### src/rtl/kbd_pkg.sv
// Shared scan-code constants, event bit positions and decoder FSM states.
// Purely declarative: no logic, no latency.
// No flow control here.
package kbd_pkg;

   // PS/2 set-2 prefix and modifier scan codes
   localparam logic [7:0] SC_BREAK  = 8'hF0;
   localparam logic [7:0] SC_EXT    = 8'hE0;
   localparam logic [7:0] SC_LSHIFT = 8'h12;
   localparam logic [7:0] SC_RSHIFT = 8'h59;
   localparam logic [7:0] SC_CTRL   = 8'h14;
   localparam logic [7:0] SC_CAPS   = 8'h58;

   // Bit positions inside one key event word
   localparam int EVT_BRK   = 15;
   localparam int EVT_EXT   = 14;
   localparam int EVT_SHIFT = 13;
   localparam int EVT_CTRL  = 12;
   localparam int EVT_CAPS  = 11;
   localparam int EVT_UNMAP = 10;

   typedef enum logic [1:0] {
      S_IDLE,
      S_POP,
      S_DEC
   } state_t;

   // Keyboard housekeeping bytes (self-test, ack, resend, overrun) carry no key
   function automatic logic is_dropped(input logic [7:0] code);
      return code inside {8'h00, 8'hAA, 8'hE1, 8'hEE, 8'hFA, 8'hFE, 8'hFF};
   endfunction

endpackage

### src/rtl/scancode_to_ascii.sv
// Maps a non-extended set-2 make code to ASCII (letters, digits, a few controls).
// Latency: combinational, zero cycles.
// Backpressure: none; pure lookup.
module scancode_to_ascii (
   input  logic [7:0] code,
   input  logic       upper,
   output logic [7:0] ascii,
   output logic       mapped
);

   logic [7:0] lc;

   // Letters resolve to lowercase first and are shifted to uppercase afterwards
   always_comb begin
      lc     = 8'h00;
      ascii  = code;
      mapped = 1'b0;
      case (code)
         8'h1C: lc = 8'h61;
         8'h32: lc = 8'h62;
         8'h21: lc = 8'h63;
         8'h23: lc = 8'h64;
         8'h24: lc = 8'h65;
         8'h2B: lc = 8'h66;
         8'h34: lc = 8'h67;
         8'h33: lc = 8'h68;
         8'h43: lc = 8'h69;
         8'h3B: lc = 8'h6A;
         8'h42: lc = 8'h6B;
         8'h4B: lc = 8'h6C;
         8'h3A: lc = 8'h6D;
         8'h31: lc = 8'h6E;
         8'h44: lc = 8'h6F;
         8'h4D: lc = 8'h70;
         8'h15: lc = 8'h71;
         8'h2D: lc = 8'h72;
         8'h1B: lc = 8'h73;
         8'h2C: lc = 8'h74;
         8'h3C: lc = 8'h75;
         8'h2A: lc = 8'h76;
         8'h1D: lc = 8'h77;
         8'h22: lc = 8'h78;
         8'h35: lc = 8'h79;
         8'h1A: lc = 8'h7A;
         8'h45: begin ascii = 8'h30; mapped = 1'b1; end
         8'h16: begin ascii = 8'h31; mapped = 1'b1; end
         8'h1E: begin ascii = 8'h32; mapped = 1'b1; end
         8'h26: begin ascii = 8'h33; mapped = 1'b1; end
         8'h25: begin ascii = 8'h34; mapped = 1'b1; end
         8'h2E: begin ascii = 8'h35; mapped = 1'b1; end
         8'h36: begin ascii = 8'h36; mapped = 1'b1; end
         8'h3D: begin ascii = 8'h37; mapped = 1'b1; end
         8'h3E: begin ascii = 8'h38; mapped = 1'b1; end
         8'h46: begin ascii = 8'h39; mapped = 1'b1; end
         8'h29: begin ascii = 8'h20; mapped = 1'b1; end
         8'h5A: begin ascii = 8'h0D; mapped = 1'b1; end
         8'h66: begin ascii = 8'h08; mapped = 1'b1; end
         8'h76: begin ascii = 8'h1B; mapped = 1'b1; end
         8'h0D: begin ascii = 8'h09; mapped = 1'b1; end
         default: ;
      endcase
      if (lc != 8'h00) begin
         ascii  = upper ? (lc - 8'h20) : lc;
         mapped = 1'b1;
      end
   end

endmodule

### src/rtl/kbd_event_decoder.sv
// Turns raw PS/2 set-2 bytes into modifier-tagged ASCII key events in a FWFT FIFO.
// Latency: ps2_ready in S_IDLE -> kb_ready 3 cycles later; one byte per 3 cycles peak.
// Backpressure: no byte is popped from ps2_kbd while the event FIFO is full.
module kbd_event_decoder
   import kbd_pkg::*;
#(
   parameter int FIFO_DEPTH = 8,
   parameter int EVT_W      = 16
) (
   input  logic             clk,
   input  logic             rst,
   input  logic [7:0]       ps2_data,
   input  logic             ps2_ready,
   output logic             ps2_rdn,
   input  logic             kb_rd,
   output logic [EVT_W-1:0] kb_rdata,
   output logic             kb_ready,
   output logic             kb_full
);

   localparam int AW = $clog2(FIFO_DEPTH);
   localparam int CW = AW + 1;

   state_t           state, state_nxt;
   logic [7:0]       byte_q;
   logic             brk_pend, ext_pend, shift_l, shift_r, ctrl, caps;
   logic             brk_nxt, ext_nxt, shl_nxt, shr_nxt, ctrl_nxt, caps_nxt;
   logic             push, pop;
   logic [EVT_W-1:0] evt;
   logic [7:0]       ascii;
   logic             mapped, use_ascii;

   logic [EVT_W-1:0] mem [FIFO_DEPTH];
   logic [AW-1:0]    wr_ptr, rd_ptr;
   logic [CW-1:0]    count;

   scancode_to_ascii u_map (
      .code   (byte_q),
      .upper  ((shift_l | shift_r) ^ caps),
      .ascii  (ascii),
      .mapped (mapped)
   );

   // FSM state register
   always_ff @(posedge clk or posedge rst) begin
      if (rst) state <= S_IDLE;
      else     state <= state_nxt;
   end

   // Next state: only leave idle when a byte is waiting and an event slot is free
   always_comb begin
      state_nxt = state;
      case (state)
         S_IDLE:  if (ps2_ready && !kb_full) state_nxt = S_POP;
         S_POP:   state_nxt = S_DEC;
         S_DEC:   state_nxt = S_IDLE;
         default: state_nxt = S_IDLE;
      endcase
   end

   assign ps2_rdn = (state != S_POP);

   // Capture the head byte on the same edge that retires the pop strobe
   always_ff @(posedge clk or posedge rst) begin
      if (rst)                 byte_q <= 8'h00;
      else if (state == S_POP) byte_q <= ps2_data;
   end

   // Classify the captured byte: prefixes, modifiers, dropped codes or a key event
   always_comb begin
      brk_nxt  = brk_pend;
      ext_nxt  = ext_pend;
      shl_nxt  = shift_l;
      shr_nxt  = shift_r;
      ctrl_nxt = ctrl;
      caps_nxt = caps;
      push     = 1'b0;
      if (state == S_DEC) begin
         if (byte_q == SC_BREAK) begin
            brk_nxt = 1'b1;
         end else if (byte_q == SC_EXT) begin
            ext_nxt = 1'b1;
         end else if (!is_dropped(byte_q)) begin
            brk_nxt = 1'b0;
            ext_nxt = 1'b0;
            case (byte_q)
               SC_LSHIFT: shl_nxt  = !brk_pend;
               SC_RSHIFT: shr_nxt  = !brk_pend;
               SC_CTRL:   ctrl_nxt = !brk_pend;
               SC_CAPS:   if (!brk_pend) caps_nxt = !caps;
               default:   push = 1'b1;
            endcase
         end
      end
   end

   // Event word; modifiers never change on a pushing byte, so current state is the updated state
   always_comb begin
      use_ascii      = mapped && !ext_pend;
      evt            = '0;
      evt[EVT_BRK]   = brk_pend;
      evt[EVT_EXT]   = ext_pend;
      evt[EVT_SHIFT] = shift_l | shift_r;
      evt[EVT_CTRL]  = ctrl;
      evt[EVT_CAPS]  = caps;
      evt[EVT_UNMAP] = !use_ascii;
      evt[7:0]       = use_ascii ? ascii : byte_q;
   end

   // Prefix and modifier state registers
   always_ff @(posedge clk or posedge rst) begin
      if (rst) begin
         brk_pend <= 1'b0;
         ext_pend <= 1'b0;
         shift_l  <= 1'b0;
         shift_r  <= 1'b0;
         ctrl     <= 1'b0;
         caps     <= 1'b0;
      end else begin
         brk_pend <= brk_nxt;
         ext_pend <= ext_nxt;
         shift_l  <= shl_nxt;
         shift_r  <= shr_nxt;
         ctrl     <= ctrl_nxt;
         caps     <= caps_nxt;
      end
   end

   assign pop      = kb_rd && kb_ready;
   assign kb_ready = (count != '0);
   assign kb_full  = (count == CW'(FIFO_DEPTH));
   assign kb_rdata = kb_ready ? mem[rd_ptr] : '0;

   // Event storage; contents are don't-care until counted valid
   always_ff @(posedge clk) begin
      if (push) mem[wr_ptr] <= evt;
   end

   // FIFO pointers and occupancy; simultaneous push and pop leave count unchanged
   always_ff @(posedge clk or posedge rst) begin
      if (rst) begin
         wr_ptr <= '0;
         rd_ptr <= '0;
         count  <= '0;
      end else begin
         if (push) wr_ptr <= wr_ptr + 1'b1;
         if (pop)  rd_ptr <= rd_ptr + 1'b1;
         case ({push, pop})
            2'b10:   count <= count + 1'b1;
            2'b01:   count <= count - 1'b1;
            default: count <= count;
         endcase
      end
   end

endmodule
### config.mk
export PLATFORM = sky130hd
export DESIGN_NAME = kbd_event_decoder
export DESIGN_NICKNAME = d
export VERILOG_FILES = /design/src/rtl/kbd_pkg.sv /design/src/rtl/scancode_to_ascii.sv /design/src/rtl/kbd_event_decoder.sv
export SDC_FILE = /design/constraint.sdc
export NUM_CORES = 1
export LEC_CHECK = 0
export ABC_AREA = 1
export BUFFER_PORTS_ARGS = -buffer_cell sky130_fd_sc_hd__buf_2
export CORE_UTILIZATION = 40
export CTS_BUF_LIST = sky130_fd_sc_hd__clkbuf_4 sky130_fd_sc_hd__clkbuf_8 sky130_fd_sc_hd__clkbuf_16
export DETAILED_ROUTE_END_ITERATION = 16
export GPL_TIMING_DRIVEN = 0
export PLACE_DENSITY = 0.64
export REMOVE_ABC_BUFFERS = 1
export SETUP_SLACK_MARGIN = 0.2
export SKIP_LAST_GASP = 1
export SYNTH_ARGS = -nofsm -noshare
export SYNTH_HDL_FRONTEND = slang
export SYNTH_HIERARCHICAL = 1
export SYNTH_SLANG_ARGS = --single-unit
### constraint.sdc
create_clock -name clk -period 3.25 [get_ports clk]
set_clock_uncertainty 0.05 [all_clocks]
set_input_delay 0.65 -clock clk [delete_from_list [all_inputs] [get_ports clk]]
set_output_delay 0.65 -clock clk [all_outputs]
set_load 0.03 [all_outputs]
==> results of run 1 <==
## state kept, by name (all words and copies together) (netlist names)
signal    cells
brk_pend      1
byte_q        8
caps          1
count         4
ctrl          1
ext_pend      1
mem         112
rd_ptr        3
shift_l       1
shift_r       1
state         2
wr_ptr        3
## timing repair
| item | CTS | global route |
|---|---|---|
| endpoints found under the setup margin | 79 | 106 |
| resized for setup | 9 | 18 |
| pin swaps | 0 | 1 |
| setup buffers | 3 | 1 |
## cell usage after synthesis, types with 9 or more instances
cell and number:
nor2_1 172, nand2_1 167, edfxtp_1 112, o21ai_0 82
inv_1 51, nand3_1 39, dfrtp_1 26, nor2_2 15
a21oi_1 14, clkbuf_1 14, mux2i_1 14, o22ai_1 14
nand4_1 13, o21ai_1 9
## through the flow
| stage | hold WS, ps | utilization [%] |
|---|---|---|
| 2_1_floorplan | 360 | - |
| 3_3_place_gp | 372 | 42.8 |
| 4_1_cts | 370 | 46.9 |
| 3_5_place_dp | 379 | 43.2 |
| 6_report | 383 | 47.4 |
| 5_1_grt | 383 | 47.4 |
## report_power, final
group          switching (W)  total, W  internal (W)
logic                0.00286   0.00409       0.00123
clock network       0.000705   0.00192       0.00121
registers           0.000340   0.00299       0.00265
## layer usage
metal  vias up  track usage [%]  wire (µm)
met5         -                0          0
met4         0             6.49        270
met3        23             4.12        762
met2       136             30.5       7520
met1      2516             24.0       7400
li1       2757                -          -
## logic make-up after synthesis
group                      synth area share (%)
muxes                                      1.97
other                                    0.0527
DFF                                        56.4
xor gates and xnor gates                  0.985
adders and majority gates                  1.23
AOI/OAI and AO/OA                          8.83
buffers and inverters                      4.63
and+or+nand+nor                            25.9
## worst paths after layout
kind,start,endpoint,slack (ps)
setup / recovery,rd_ptr[2]$_DFFE_PP0P_,kb_rdata[7],360
hold / removal,state[0]$_DFFE_PP0P_,state[0]$_DFFE_PP0P_,380
setup reg to reg,byte_q[7]$_DFFE_PP0N_,mem[0][1]$_DFFE_PP_,360
hold reg to reg,state[0]$_DFFE_PP0P_,state[0]$_DFFE_PP0P_,380
max in group asynchronous,rst,rd_ptr[0]$_DFFE_PP0P_,1990
min in group asynchronous,rst,state[1]$_DFFE_PP0P_,420
## worst register-to-register path, cell delays in order, from the launching register on
cell and delay [ps]:
dfrtp_1 500, inv_1 140, nand2_1 180, nor2_1 140
nand2_1 140, nand2_1 80, inv_1 50, nand2_1 40
nor2_1 170, nand2_1 120, nor2_4 230, nand3_1 240
nand2_8 250, nor2_1 90, a21oi_2 270
## final cells by class
class / instances / area (µm²) / area share, %
clock buffers: 19 / 440 / 5.36
clock inverters: 12 / 148 / 1.80
multi-input cells: 582 / 2870 / 34.9
flip-flops and latches: 138 / 4030 / 49.0
well taps: 225 / 282 / 3.42
repair buffers: 35 / 241 / 2.94
inverters: 57 / 218 / 2.65
==> key figures, run 1 <==
Cells and area
  • Final instance area: 8220 µm²
  • Layout fillers: 1617
  • Finished Layout Cells: 1068
  • Commonest non-fill, non-tap cells in the layout: nor2_1 (172), nand2_1 (166), edfxtp_1 (112)
  • Layout cells sized above 1: 14.0%
  • Nets: 850
  • Area grow syn2layout: 15.6%
  • Most common cell after layout, fill and taps aside: nor2_1
  • # diodes: 0

Floorplanning
  • Die height: 135 µm
  • Area of the die: 18300 µm²
  • Core area: 17400 µm²
  • # rows: 48
  • DIE WIDTH: 135 µm
  • I/O Pins: 31
  • Initial core utilization: 41.0%

Clock tree
  • Total clock sinks: 138
  • Max Root-Sink Buffers: 2
  • CTS H-tree depth: 4
  • Clock slew at reported path FFs: 60 ps
  • Worst skew pair latency: 420 ps
  • CTS root buffer: clkbuf_16
  • TritonCTS Buffers: 17
  • Hold_buf cts: 0
  • CTS tree: done

Yosys
  • Ys Warns: 6
  • Post-synthesis register bit count: 138
  • Most frequently used flop master after synthesis: edfxtp_1
  • Area contributors post-synth: edfxtp_1 (47%), dfrtp_1 (9.1%), nor2_1 (9.1%)
  • Library cells used by synthesis: 36
  • Ys async rst share: 18.8%
  • Netlist Area Pre-Place: 7110 µm²
  • Mapped Cells: 801
  • Post-synth EDFFs: 112
  • Yosys top cell by area: edfxtp_1
  • Synth top area share: 47.3%
  • Seq/Total Area, Yosys: 56.4%
  • Avg Cell Area, Syn: 8.88 µm²

Timing
  • Fmax: 346 MHz
  • RSZ-0062 raised after global routing: false
  • Final worst slack: 361 ps
  • Slew of the pin with the lowest slew margin: 1020 ps
  • Final hold vios: 0
  • Fin crit share: 88.9%
  • Setup TNS Final: 0 ps
  • Endpoints failing setup: 0
  • Rel. slew slack: 31.9%
  • Tmin final: 2890 ps
  • Slew Limit Fails: 0

Placed design
  • Final HPWL DP: 10100 µm
  • Gp weighted congestion: 0.871
  • Placed cells: 1033
  • Placed Area: 7490 µm²
  • Pre-CTS WS: -142 ps
  • PortBufs: 28

Worst setup path
  • Top cell family by delay on the critical path: buffers and inverters
  • CP max stage delay: 560 ps
  • Worst reg2reg path depth: 14
  • WP data required: 2550 ps
  • Worst Path Buf+Inv: 2
  • Stages on the worst setup path: 4
  • Critical Path AT: 2190 ps
  • Worst setup SP type: flop
  • Setup Crit Path Kind: flop to output pin
  • CP Cell Sequence: inv_1 > o21ai_0 > nor2_1 > buf_2
  • Slowest CP cell: dfrtp_2
  • CP Max Fanout: 15
  • Endpoint class of the critical path: output pin

Detailed routing
  • Vias: 5432
  • Residual DRC: 0
  • Antenna Nets Post-Route: 0
  • Wire per inst: 14.9 µm
  • Initial DRC Count: 338
  • Via density: 5.09
  • Drt first pass iters: 7
  • Final WL: 16000 µm

Power
  • Leak: 3.40 nW
  • Total power: 0.00901 W
  • Power Density: 1100 nW/µm²
  • Maximum vdd drop: 0.619 mV

Global route
  • First-pass GRT wire length: 25400 µm
  • Tot GR Track Use: 18.5%
  • Initial antenna violation count: 0
  • Largest net degree at the start of global routing: 59
  • Gr ovfl total: 0
  • Vias in the first global route: 4940

Job
  • Max-cap violations: 0

Worst hold path
  • Hold depth: 1
  • Path category of the worst min-delay check: flop to flop

Status
  • Status: completed
No activity file was read; power rests on OpenSTA's default activity.
==> run 2: changes to the inputs <==
--- a/config.mk
+++ b/config.mk
@@ -7,11 +7,13 @@
 export LEC_CHECK = 0
 export ABC_AREA = 1
 export BUFFER_PORTS_ARGS = -buffer_cell sky130_fd_sc_hd__buf_2
+export CELL_PAD_IN_SITES_DETAIL_PLACEMENT = 0
+export CELL_PAD_IN_SITES_GLOBAL_PLACEMENT = 1
 export CORE_UTILIZATION = 40
 export CTS_BUF_LIST = sky130_fd_sc_hd__clkbuf_4 sky130_fd_sc_hd__clkbuf_8 sky130_fd_sc_hd__clkbuf_16
 export DETAILED_ROUTE_END_ITERATION = 16
 export GPL_TIMING_DRIVEN = 0
-export PLACE_DENSITY = 0.64
+export PLACE_DENSITY = 0.77
 export REMOVE_ABC_BUFFERS = 1
 export SETUP_SLACK_MARGIN = 0.2
 export SKIP_LAST_GASP = 1
==> run 2 against run 1 <==
  * Sequential power increased by 5%
  * Critical path type unchanged
  * Largest cell class unchanged
  * Clock power decreased by 9%
  * Routed wire length increased by 6.2%
  * Setup slack got worse by 40 ps
==> key figures, run 2 (same netlist as run 1, synthesis figures left out) <==
Global route
  • Tot GR Track Use: 19.3%
  • Initial antenna violation count: 0
  • Vias in the first global route: 5081
  • Largest net degree at the start of global routing: 59
  • Gr ovfl total: 0
  • First-pass GRT wire length: 26500 µm

Cells and area
  • Largest register by flop count: mem
  • Commonest non-fill, non-tap cells in the layout: nor2_1 (172), nand2_1 (166), edfxtp_1 (112)
  • Layout fillers: 1628
  • Largest registers: mem: 112 flops, byte_q: 8 flops, count: 4 flops
  • Share of the core filled with cells: 47.5%
  • Finished Layout Cells: 1075
  • Most common cell after layout, fill and taps aside: nor2_1
  • Max FFs per register: 112
  • Nets: 859
  • Layout cells sized above 1: 15.1%
  • # diodes: 0
  • Area grow syn2layout: 16.0%

Floorplanning
  • Core area: 17400 µm²
  • Initial core utilization: 41.0%
  • Area of the die: 18300 µm²
  • DIE WIDTH: 135 µm
  • # rows: 48
  • Die height: 135 µm
  • I/O Pins: 31

Timing
  • Endpoints failing setup: 0
  • Fin crit share: 90.1%
  • Rel. slew slack: 32.5%
  • RSZ-0062 raised after global routing: false
  • Fmax: 341 MHz
  • Final hold vios: 0
  • Tmin final: 2930 ps
  • Slew Limit Fails: 0
  • Slew of the pin with the lowest slew margin: 1010 ps

Detailed routing
  • Vias: 5483
  • Final WL: 16900 µm
  • Wire per inst: 15.8 µm
  • Drt first pass iters: 5
  • Residual DRC: 0
  • Via density: 5.10
  • Initial DRC Count: 350
  • Antenna Nets Post-Route: 0

Job
  • Max-cap violations: 0

Worst setup path
  • WP data required: 2550 ps
  • Slowest CP cell: dfrtp_1
  • Top cell family by delay on the critical path: flip-flops
  • CP max stage delay: 860 ps
  • Critical Path AT: 2230 ps
  • Worst Path Buf+Inv: 3
  • Endpoint class of the critical path: output pin
  • CP Cell Sequence: clkinvlp_4 > buf_4 > o21ai_0 > nor2_1 > buf_2
  • Setup Crit Path Kind: flop to output pin
  • Worst setup SP type: flop
  • CP Max Fanout: 15

Power
  • Leak: 3.40 nW
  • Maximum vdd drop: 0.625 mV
  • Power Density: 1090 nW/µm²

Clock tree
  • Max Root-Sink Buffers: 2
  • Total clock sinks: 138
  • CTS tree: done
  • CTS root buffer: clkbuf_16
  • Worst skew pair latency: 420 ps
  • CTS H-tree depth: 4
  • Clock slew at reported path FFs: 60 ps
  • TritonCTS Buffers: 17

Placed design
  • Gp weighted congestion: 0.907
  • Final HPWL DP: 10400 µm
  • Placed cells: 1031
  • PortBufs: 28

Worst hold path
  • Path category of the worst min-delay check: flop to flop

Status
  • Status: completed
-- run 2: what timing repair did --
action / CTS / global route
hold buffers: 0 / 0
setup buffers: 5 / 5
endpoints found under the setup margin: 79 / 191
cloned: 3 / 2
pin swaps: 0 / 1
gates resized for setup: 13 / 19
-- run 2: power breakdown --
group | internal [W] | switching [W] | leakage, nW | total [W]
Clock | 0.00103 | 0.000716 | 0.257 | 0.00175
Combinational | 0.00129 | 0.00285 | 1.80 | 0.00414
Sequential | 0.00265 | 0.000474 | 1.35 | 0.00313
-- run 2: stage by stage --
step / setup TNS (ps) / total power, W / setup WS [ps] / hold WS, ps / area, µm²
floorplan: -1980 / 0.00563 / -147 / 360 / 7000
global placement: -29860 / 0.00674 / -1610 / 373 / 7420
global route: 0 / 0.00966 / 201 / 390 / 8250
detailed placement: -10320 / 0.00677 / -272 / 377 / 7440
CTS: 0 / 0.00868 / 115 / 375 / 8070
finish: 0 / 0.00902 / 321 / 382 / 8250
-- run 2: cell type report --
type	instances	area (µm²)	share of cell area, %
Clock buffer	17	425	5.16
Clock inverter	12	104	1.26
Inverter	57	221	2.69
Multi-Input combinational cell	583	2890	35.1
Sequential cell	138	4030	48.8
Tap cell	225	282	3.41
Timing Repair Buffer	40	274	3.32
Timing Repair inverter	3	22.5	0.273
-- run 2: worst register-to-register path, delay by kind of cell (launching register included) --
kind / cells / cell delay, ps
AND/OR/NAND/NOR: 9 / 1640
flip-flops: 1 / 510
AO/OA/AOI/OAI: 1 / 300
buffers and inverters: 1 / 60
-- run 2: layer usage --
| layer | part of all wire, % | routed length [µm] | track usage [%] | up-vias |
|---|---|---|---|---|
| met5 | 0 | 0 | 0 | - |
| met4 | 0.98 | 166 | 5.56 | 0 |
| met3 | 5.4 | 908 | 3.63 | 14 |
| met2 | 49 | 8240 | 32.4 | 164 |
| met1 | 45 | 7640 | 25.5 | 2531 |
| li1 | - | - | - | 2774 |
-- run 2: path summary, 6_finish.rpt --
| check | from | endpoint | cells after the start | slack, ps |
|---|---|---|---|---|
| setup / recovery | rd_ptr[2]$_DFFE_PP0P_ | kb_rdata[11] | 5 | 320 |
| hold / removal | state[0]$_DFFE_PP0P_ | state[0]$_DFFE_PP0P_ | 1 | 380 |
| setup reg to reg | byte_q[4]$_DFFE_PP0N_ | mem[6][3]$_DFFE_PP_ | 11 | 460 |
| hold reg to reg | state[0]$_DFFE_PP0P_ | state[0]$_DFFE_PP0P_ | 1 | 380 |
| max in group asynchronous | rst | rd_ptr[1]$_DFFE_PP0P_ | 2 | 1990 |
| min in group asynchronous | rst | byte_q[7]$_DFFE_PP0N_ | 2 | 420 |
